`config.mk`:
```
export PLATFORM = sky130hd
export DESIGN_NAME = xadc_drp_scheduler
export DESIGN_NICKNAME = d
export VERILOG_FILES = /design/src/rtl/xadc_drp_scheduler.sv
export SDC_FILE = /design/constraint.sdc
export NUM_CORES = 1
export LEC_CHECK = 0
export CAP_MARGIN = 20
export CORE_ASPECT_RATIO = 0.9
export CORE_MARGIN = 2
export CORE_UTILIZATION = 49
export CTS_CLUSTER_SIZE = 30
export DETAILED_ROUTE_END_ITERATION = 8
export GPL_TIMING_DRIVEN = 0
export PLACE_DENSITY = 0.86
export SETUP_SLACK_MARGIN = 0.4
export SLEW_MARGIN = 5
export SYNTH_ARGS = -nofsm -noshare
export SYNTH_HDL_FRONTEND = slang
export SYNTH_SLANG_ARGS = --single-unit
```
`constraint.sdc`:
```
create_clock -name CLK100MHZ -period 3.9 [get_ports CLK100MHZ]
set_clock_uncertainty 0.15 [all_clocks]
set_input_delay 0.585 -clock CLK100MHZ [delete_from_list [all_inputs] [get_ports CLK100MHZ]]
set_output_delay 0.585 -clock CLK100MHZ [all_outputs]
set_load 0.01 [all_outputs]
```
`src/rtl/xadc_drp_scheduler.sv`:
```
// xadc_drp_scheduler
//   Shares the XADC DRP read port between two current-sense requesters
//   (motor A on VAUX6, motor B on VAUX14). One-cycle requests are latched
//   as pending bits, arbitrated round-robin, and serviced one at a time as a
//   single-cycle DEN read. The code in DO[15:4] is returned with a one-cycle
//   valid pulse, or a one-cycle timeout_err if DRDY never comes back.
// Ports
//   CLK100MHZ, rst      : clock, async active-high reset
//   req_a, req_b        : one-cycle read requests
//   data_a/valid_a      : last good code for A, update strobe
//   data_b/valid_b      : last good code for B, update strobe
//   timeout_err         : strobe when DRDY did not arrive in time
//   busy                : high whenever a read is in flight
//   drp_daddr, drp_den  : DRP address / enable to the XADC
//   drp_do, drp_drdy    : DRP read data / data-ready from the XADC
module xadc_drp_scheduler #(
  parameter logic [6:0] ADDR_A  = 7'h16,
  parameter logic [6:0] ADDR_B  = 7'h1E,
  parameter int         TIMEOUT = 64,
  parameter int         TO_W    = 7
) (
  input  logic        CLK100MHZ,
  input  logic        rst,
  input  logic        req_a,
  input  logic        req_b,
  output logic [11:0] data_a,
  output logic        valid_a,
  output logic [11:0] data_b,
  output logic        valid_b,
  output logic        timeout_err,
  output logic        busy,
  output logic [6:0]  drp_daddr,
  output logic        drp_den,
  input  logic [15:0] drp_do,
  input  logic        drp_drdy
);

  typedef enum logic [1:0] {IDLE, ISSUE, WAIT} state_t;

  state_t          state;
  logic            pending_a, pending_b;
  logic            grant;       // 0 = A, 1 = B
  logic            last_grant;  // 0 = A, 1 = B
  logic [TO_W-1:0] timer;
  logic            next_grant;
  logic            done;
  logic            to_hit;

  // Both pending: alternate away from the last one served.
  assign next_grant = (pending_a && pending_b) ? ~last_grant : pending_b;

  // Timer counts cycles since DEN (0 during the DEN cycle); DRDY beats timeout.
  assign to_hit = (state == WAIT) && !drp_drdy && (timer == TO_W'(TIMEOUT - 1));
  assign done   = ((state == WAIT) && drp_drdy) || to_hit;

  assign busy = (state != IDLE);

  // A request in the finishing cycle re-arms the pending bit.
  always_ff @(posedge CLK100MHZ or posedge rst) begin
    if (rst) begin
      pending_a <= 1'b0;
      pending_b <= 1'b0;
    end else begin
      if (req_a)                 pending_a <= 1'b1;
      else if (done && !grant)   pending_a <= 1'b0;
      if (req_b)                 pending_b <= 1'b1;
      else if (done && grant)    pending_b <= 1'b0;
    end
  end

  always_ff @(posedge CLK100MHZ or posedge rst) begin
    if (rst) begin
      state       <= IDLE;
      grant       <= 1'b0;
      last_grant  <= 1'b1;  // A wins the first arbitration
      timer       <= '0;
      drp_daddr   <= '0;
      drp_den     <= 1'b0;
      data_a      <= '0;
      data_b      <= '0;
      valid_a     <= 1'b0;
      valid_b     <= 1'b0;
      timeout_err <= 1'b0;
    end else begin
      drp_den     <= 1'b0;
      valid_a     <= 1'b0;
      valid_b     <= 1'b0;
      timeout_err <= 1'b0;
      case (state)
        IDLE: begin
          if (pending_a || pending_b) begin
            grant     <= next_grant;
            drp_daddr <= next_grant ? ADDR_B : ADDR_A;
            drp_den   <= 1'b1;  // registered, so it is high during ISSUE
            timer     <= '0;
            state     <= ISSUE;
          end
        end
        ISSUE: begin
          last_grant <= grant;
          timer      <= timer + TO_W'(1);
          state      <= WAIT;
        end
        WAIT: begin
          if (drp_drdy) begin
            if (grant) begin
              data_b  <= drp_do[15:4];
              valid_b <= 1'b1;
            end else begin
              data_a  <= drp_do[15:4];
              valid_a <= 1'b1;
            end
            state <= IDLE;
          end else if (to_hit) begin
            timeout_err <= 1'b1;
            state       <= IDLE;
          end else begin
            timer <= timer + TO_W'(1);
          end
        end
        default: state <= IDLE;
      endcase
    end
  end

endmodule

```
Yosys cells after proc, flatten, opt, wreduce, memory -nomap -nowiden
Cells that the tools add are included.
{"block": "classes", "add_sub_neg": 1, "n_shift": 0, "order_cmp": 0, "n_bitwise": 2, "div_mod_pow": 0, "multipliers": 0, "reduce_logical": 20, "eq_ne": 7, "n_mux": 25}
{"operator": "2-to-1 mux 7 bit", "n": 3}
{"operator": "one-hot mux 7 bit (3 select lines)", "n": 1}
{"operator": "2-to-1 mux 1 bit", "n": 16}
{"operator": "adder 7 x 1 -> 7 bit, second input constant", "n": 1}
{"operator": "equality test 7 x 6 -> 1 bit, second input constant", "n": 1}
{"operator": "logical AND 1 bit", "n": 6}
{"operator": "2-to-1 mux 2 bit", "n": 3}
{"operator": "!= test 2 bit, second input constant", "n": 3}
{"operator": "one-hot mux 2 bit (3 select lines)", "n": 1}
{"operator": "AND reduction 3 bit", "n": 2}
{"operator": "nonzero test 2 bit", "n": 3}
{"operator": "2-to-1 mux 4 bit", "n": 1}
{"operator": "AND reduction 2 bit", "n": 2}
{"operator": "AND reduction 4 bit", "n": 1}
{"operator": "!= test 3 bit, second input constant", "n": 1}
{"operator": "nonzero test 3 bit", "n": 1}
{"operator": "equality test 2 x 1 -> 1 bit, second input constant", "n": 1}
{"operator": "equality test 2 bit, second input constant", "n": 1}
{"operator": "zero test 1 bit", "n": 2}
{"operator": "zero test 2 bit", "n": 1}
{"operator": "logical OR 1 bit", "n": 2}
{"operator": "inverter 1 bit", "n": 2}
{"block": "totals", "out_inout_bits": 36, "n_memories": 0, "ff_bits": 48, "rom_bits": 0, "latchBits": 0, "ramBits": 0}

Longest topological paths before layout
{"block": "logic_depth", "ltp_word": 7, "depth_mapped": 8, "mapped_depth_nobuf": 7}

Least setup slack after synthesis
Ideal clock, no wire load.
{"block": "synth_path", "path_kind": "reg-to-reg", "startpoint": "register state[0]", "endpoint": "register timer[2]", "path_buffers": 0, "path_stages_with_launch": 7, "setup_slack_ns": 2.059, "arrival_ns": 1.561, "period_less_slack_ns": 1.841, "required_time_ns": 3.621, "setup_ns": 0.129, "cell_sequence": "dfrtp_1 > inv_1 > ha_1 > or3b_1 > o2111ai_1 > or2_1 > o21ai_0"}
{"block": "synth_between", "elab_chain_cells": 5, "elab_cells_between_ends": 11, "classes_between": "eq/ne (5); mux (1); reduce/logical (5)"}
{"element": "start, declared", "line": "40", "source": "state_t state;"}
{"element": "start signal, assigned", "line": "73", "source": "state <= IDLE;"}
{"element": "start signal, assigned", "line": "96", "source": "state <= ISSUE;"}
{"element": "start signal, assigned", "line": "102", "source": "state <= WAIT;"}
{"element": "equality test 2 bit", "line": "53, 89"}
{"element": "logical AND 1 bit (2 in series)", "line": "53", "source": "assign to_hit = (state == WAIT) && !drp_drdy && (timer == TO_W'(TIMEOUT - 1));"}
{"element": "!= test 2 bit (no source line)"}
{"element": "AND reduction 4 bit (no source line)"}
{"element": "end signal, assigned", "line": "101", "source": "timer <= timer + TO_W'(1);"}
{"element": "end signal, assigned", "line": "118", "source": "timer <= timer + TO_W'(1);"}
{"element": "end, declared", "line": "44", "source": "logic [TO_W-1:0] timer;"}
Parallel ways exist; a longest one is shown, timed or not.
A chain may end at the register's enable or synchronous reset.

Worst setup path in the final report
{"block": "layout_path", "startpoint": "register state[0]", "endpoint": "output port busy"}
{"block": "layout_between", "elab_chain_cells": 1}
{"element": "nonzero test 2 bit", "line": "56", "source": "assign busy = (state != IDLE);"}
{"element": "end, declared", "line": "31", "source": "output logic busy,"}
No other way between the ends.

==> report_table.html <==
<table>
<tr><th>Metric</th><th>Value</th></tr>
<tr><th colspan="2">Run status</th></tr>
<tr><td>Outcome</td><td>completed</td></tr>
<tr><th colspan="2">Synth</th></tr>
<tr><td>Synthesized area per cell</td><td>10.8 um2</td></tr>
<tr><td>Yosys warnings</td><td>0</td></tr>
<tr><td>Flip-flop and latch count after synthesis</td><td>42</td></tr>
<tr><td>Post-synth ARST share</td><td>1.00</td></tr>
<tr><td>Number of distinct library cell variants in the gate-level netlist after synthesis</td><td>31</td></tr>
<tr><td>Mapped Cells</td><td>roughly 170</td></tr>
<tr><td>Ranking of synthesized cells by area</td><td>dfrtp_1 (56%), mux2_2 (9.2%), nand2_1 (9.0%)</td></tr>
<tr><td>Library cell occupying the most area in the post-synthesis netlist</td><td>dfrtp_1</td></tr>
<tr><td>Cell with the most instances after synthesis</td><td>nand2_1</td></tr>
<tr><td>Area of the mapped netlist</td><td>between 1500 and 2000 um2</td></tr>
<tr><td>Commonest cells post-synth</td><td>nand2_1 (44), dfrtp_1 (41), mux2_2 (15)</td></tr>
<tr><td>Register area share after synthesis</td><td>0.574</td></tr>
<tr><td>Flip-flop cell with the highest count after synthesis</td><td>dfrtp_1</td></tr>
<tr><td>Share of the synthesized area in the top cell type</td><td>0.560</td></tr>
<tr><td>Count of flip-flops with a built-in enable after synthesis</td><td>0</td></tr>
<tr><th colspan="2">Layout</th></tr>
<tr><td>Layout Nets</td><td>roughly 260</td></tr>
<tr><td>Layout cells sized above 1</td><td>0.154</td></tr>
<tr><td>Area overhead of the layout relative to synthesis</td><td>35.5%</td></tr>
<tr><td>Number of antenna repair diodes</td><td>0</td></tr>
<tr><td>Post-layout instance count excluding filler cells</td><td>274</td></tr>
<tr><td>Post-route cell area</td><td>between 2000 and 2500 um2</td></tr>
<tr><th colspan="2">STA</th></tr>
<tr><td>Max Slew Vio Count</td><td>0</td></tr>
<tr><td>RSZ-0062 raised after global routing</td><td>no</td></tr>
<tr><td>Final worst path period share</td><td>0.628</td></tr>
<tr><td>Worst-margin pin slew</td><td>820 ps</td></tr>
<tr><td>Minimum clock period</td><td>about 2500 ps</td></tr>
<tr><td>Setup TNS</td><td>0 ps</td></tr>
<tr><td>Normalized max-slew margin</td><td>0.453</td></tr>
<tr><td># setup viols final</td><td>0</td></tr>
<tr><td>Final setup slack of the worst path</td><td>around 1400 ps</td></tr>
<tr><td>Maximum operating frequency</td><td>about 410 MHz</td></tr>
<tr><td>Final Hold Viols</td><td>0</td></tr>
<tr><th colspan="2">GRT</th></tr>
<tr><td>Number of global-route vias before repair</td><td>roughly 1300</td></tr>
<tr><td>Combined global-route utilization of all metal layers</td><td>0.184</td></tr>
<tr><td>Antenna violations before repair</td><td>0</td></tr>
<tr><td>Global-route congestion overflow total</td><td>0</td></tr>
<tr><td>Largest net degree at the start of global routing</td><td>43</td></tr>
<tr><td>Global-route wire length before repair</td><td>around 5.7 mm</td></tr>
<tr><th colspan="2">Setup path</th></tr>
<tr><td>Largest driver fanout on the critical path</td><td>5</td></tr>
<tr><td>Library cell appearing most often on the critical path</td><td>inv_1</td></tr>
<tr><td>CP Buf/Inv Count</td><td>3</td></tr>
<tr><td>Worst setup EP type</td><td>output port</td></tr>
<tr><td>Startpoint Class</td><td>register</td></tr>
<tr><td>Critical path data required time</td><td>around 3200 ps</td></tr>
<tr><td>Critical Path Max Stage Delay</td><td>~540 ps</td></tr>
<tr><td>Largest delay contributor family on the critical path</td><td>buffers and inverters</td></tr>
<tr><td>Master of the slowest instance on the critical path</td><td>clkdlybuf4s50_1</td></tr>
<tr><td>Arr. time, crit path</td><td>between 1500 and 2000 ps</td></tr>
<tr><td>Type of the worst setup path</td><td>reg -&gt; out</td></tr>
<tr><td>Cell breakdown of the critical path</td><td>inv_1 &gt; ha_1 &gt; inv_1 &gt; clkdlybuf4s50_1</td></tr>
<tr><th colspan="2">Power and ir drop</th></tr>
<tr><td>Power share of the clock group</td><td>0.166</td></tr>
<tr><td>Combinational share of power</td><td>0.429</td></tr>
<tr><td>Internal power component</td><td>1.16 mW</td></tr>
<tr><td>Seq pwr share</td><td>0.405</td></tr>
<tr><td>Fraction of power spent switching nets</td><td>0.334</td></tr>
<tr><td>Maximum VDD drop</td><td>~400 uV</td></tr>
<tr><td>Overall Power</td><td>1.74 mW</td></tr>
<tr><td>Leakage power figure</td><td>1.15 nW</td></tr>
<tr><td>PD cells</td><td>about 700 nW/um2</td></tr>
<tr><td>Net switching power</td><td>approximately 0.58 mW</td></tr>
<tr><th colspan="2">Floorplanning</th></tr>
<tr><td>FP Rows</td><td>21</td></tr>
<tr><td>Core region area</td><td>roughly 3700 um2</td></tr>
<tr><td>Die height</td><td>approximately 62 um</td></tr>
<tr><td>Horizontal die dimension</td><td>approximately 68 um</td></tr>
<tr><td>Initial core utilization</td><td>0.502</td></tr>
<tr><td>I/O Pins</td><td>57</td></tr>
<tr><td>Floorplan die area</td><td>4240 um2</td></tr>
<tr><th colspan="2">Route</th></tr>
<tr><td>Post-route antenna net violation count</td><td>0</td></tr>
<tr><td>Number of violations reported at the end of detailed-routing iteration 0</td><td>130</td></tr>
<tr><td>Vias</td><td>around 1400</td></tr>
<tr><td>Average via count per standard cell</td><td>~5.0</td></tr>
<tr><td>Residual DRC</td><td>0</td></tr>
<tr><td>Number of iterations in the first detailed-routing pass</td><td>4</td></tr>
<tr><td>Post-DR wirelength/cell</td><td>13.5 um</td></tr>
<tr><td>Routed wire length</td><td>3.71 mm</td></tr>
<tr><th colspan="2">Clocking</th></tr>
<tr><td>Number of buffers added to fix hold violations after cts</td><td>0</td></tr>
<tr><td>Number of buffers inserted to repair setup after CTS</td><td>0</td></tr>
<tr><td># H-tree levels</td><td>2</td></tr>
<tr><td>Clock transition at path regs</td><td>~80 ps</td></tr>
<tr><td>Later-pin clock latency in the skew report</td><td>300 ps</td></tr>
<tr><td>CTS tree</td><td>built</td></tr>
<tr><td>Number of gates resized after CTS</td><td>0</td></tr>
<tr><td>Number of sinks handled by clock tree synthesis</td><td>42</td></tr>
<tr><td>Buffer levels on the longest clock path</td><td>2</td></tr>
<tr><td>Clock tree root buffer cell</td><td>clkbuf_8</td></tr>
<tr><td>Number of buffers added by the clock tree synthesis step</td><td>5</td></tr>
<tr><th colspan="2">Place</th></tr>
<tr><td>Placement Setup Slack</td><td>1450 ps</td></tr>
<tr><td>Detail Placement HPWL</td><td>between 2 and 3 mm</td></tr>
<tr><td>Routability-driven placement congestion ratio</td><td>0.834</td></tr>
<tr><td>Number of port buffers</td><td>between 40 and 50</td></tr>
<tr><td>Post-Place Cells</td><td>around 270</td></tr>
<tr><td>Placed cell area</td><td>2390 um2</td></tr>
<tr><th colspan="2">Worst hold path</th></tr>
<tr><td>Hold Path Class</td><td>reg -&gt; reg</td></tr>
<tr><th colspan="2">Run</th></tr>
<tr><td>Total of max-cap violations</td><td>0</td></tr>
</table>
[per-layer routing]
layer | track usage | vias to the layer above | routed length, um
li1 | - | 671 | -
met1 | 0.225 | 655 | 1660
met2 | 0.312 | 49 | 1820
met3 | 0.0468 | 4 | 183
met4 | 0.0743 | 0 | 45
met5 | 0 | - | 0
[kinds of logic (layout without fill, tap and decap cells)]
family	count (synthesis)	after routing	synth area share
fa+ha+maj	7	7	0.0478
flops	42	42	0.574
compound gates	20	20	0.0731
simple gates	67	67	0.163
buf+inv	17	74	0.0478
mux	15	15	0.0922
other cells	1	3	0.00205
[worst min-delay path, delay by kind of cell, from the launching register on]
kind / cells / cell delay (ps)
DFF: 1 / 340
and+or+nand+nor: 2 / 110
[power by group through the flow]
stage	registers, mW	logic [mW]	clock network (mW)
finish	0.704	0.744	0.288
global route	0.727	0.825	0.309
CTS	0.704	0.749	0.294
detailed placement	0.711	0.743	0
global placement	0.701	0.723	0
floorplan	0.756	0.319	0
[final timing paths]
check                      startpoint          to  slack (ps)  depth (start not counted)
setup / recovery             state[0]        busy        1450                          4
hold / removal              data_a[1]   data_a[1]         330                          2
setup reg to reg             state[0]  data_b[11]        1670                          5
hold reg to reg             data_a[1]   data_a[1]         330                          2
max in group asynchronous         rst    state[0]        2470                          2
min in group asynchronous         rst   data_b[6]         610                          2
[through the flow]
step	hold slack, ps	utilization
3_3_place_gp	307	0.654
5_1_grt	360	0.680
2_1_floorplan	317	-
3_5_place_dp	311	0.654
6_report	327	0.680
4_1_cts	331	0.680
[state kept, by name, indices dropped and copies added (netlist names), 2 cells and up]
name,cells
data_a,12
data_b,12
drp_daddr,2
state,2
timer,7
[area by class of cell]
cell class	count	area [um2]
clock buffers	6	82.6
well taps	46	57.6
clock inverters	2	12.5
repair buffers	49	490
plain buffers	9	57.6
flip-flops and latches	42	1050
fillers	284	1170
inverters	8	30.0
multi-input cells	112	699
[placed cells by master, fill, tap and decap left out, types with 2 or more instances in the layout]
| cell | synthesis | final |
|---|---|---|
| clkdlybuf4s50_1 | 0 | 49 |
| nand2_1 | 44 | 44 |
| dfrtp_1 | 41 | 41 |
| mux2_2 | 15 | 15 |
| o21ai_0 | 9 | 9 |
| inv_1 | 8 | 7 |
| ha_1 | 7 | 7 |
| buf_4 | 6 | 6 |
| clkbuf_8 | 0 | 6 |
| nor2_1 | 5 | 5 |
| nand3_1 | 4 | 4 |
| nand2b_1 | 3 | 3 |
| o31ai_1 | 3 | 3 |
| conb_1 | 1 | 3 |
| or2_2 | 2 | 2 |
| nor3_1 | 2 | 2 |
| o41ai_1 | 2 | 2 |
| a21o_1 | 2 | 2 |
No activity file was read; power rests on OpenSTA's default activity.
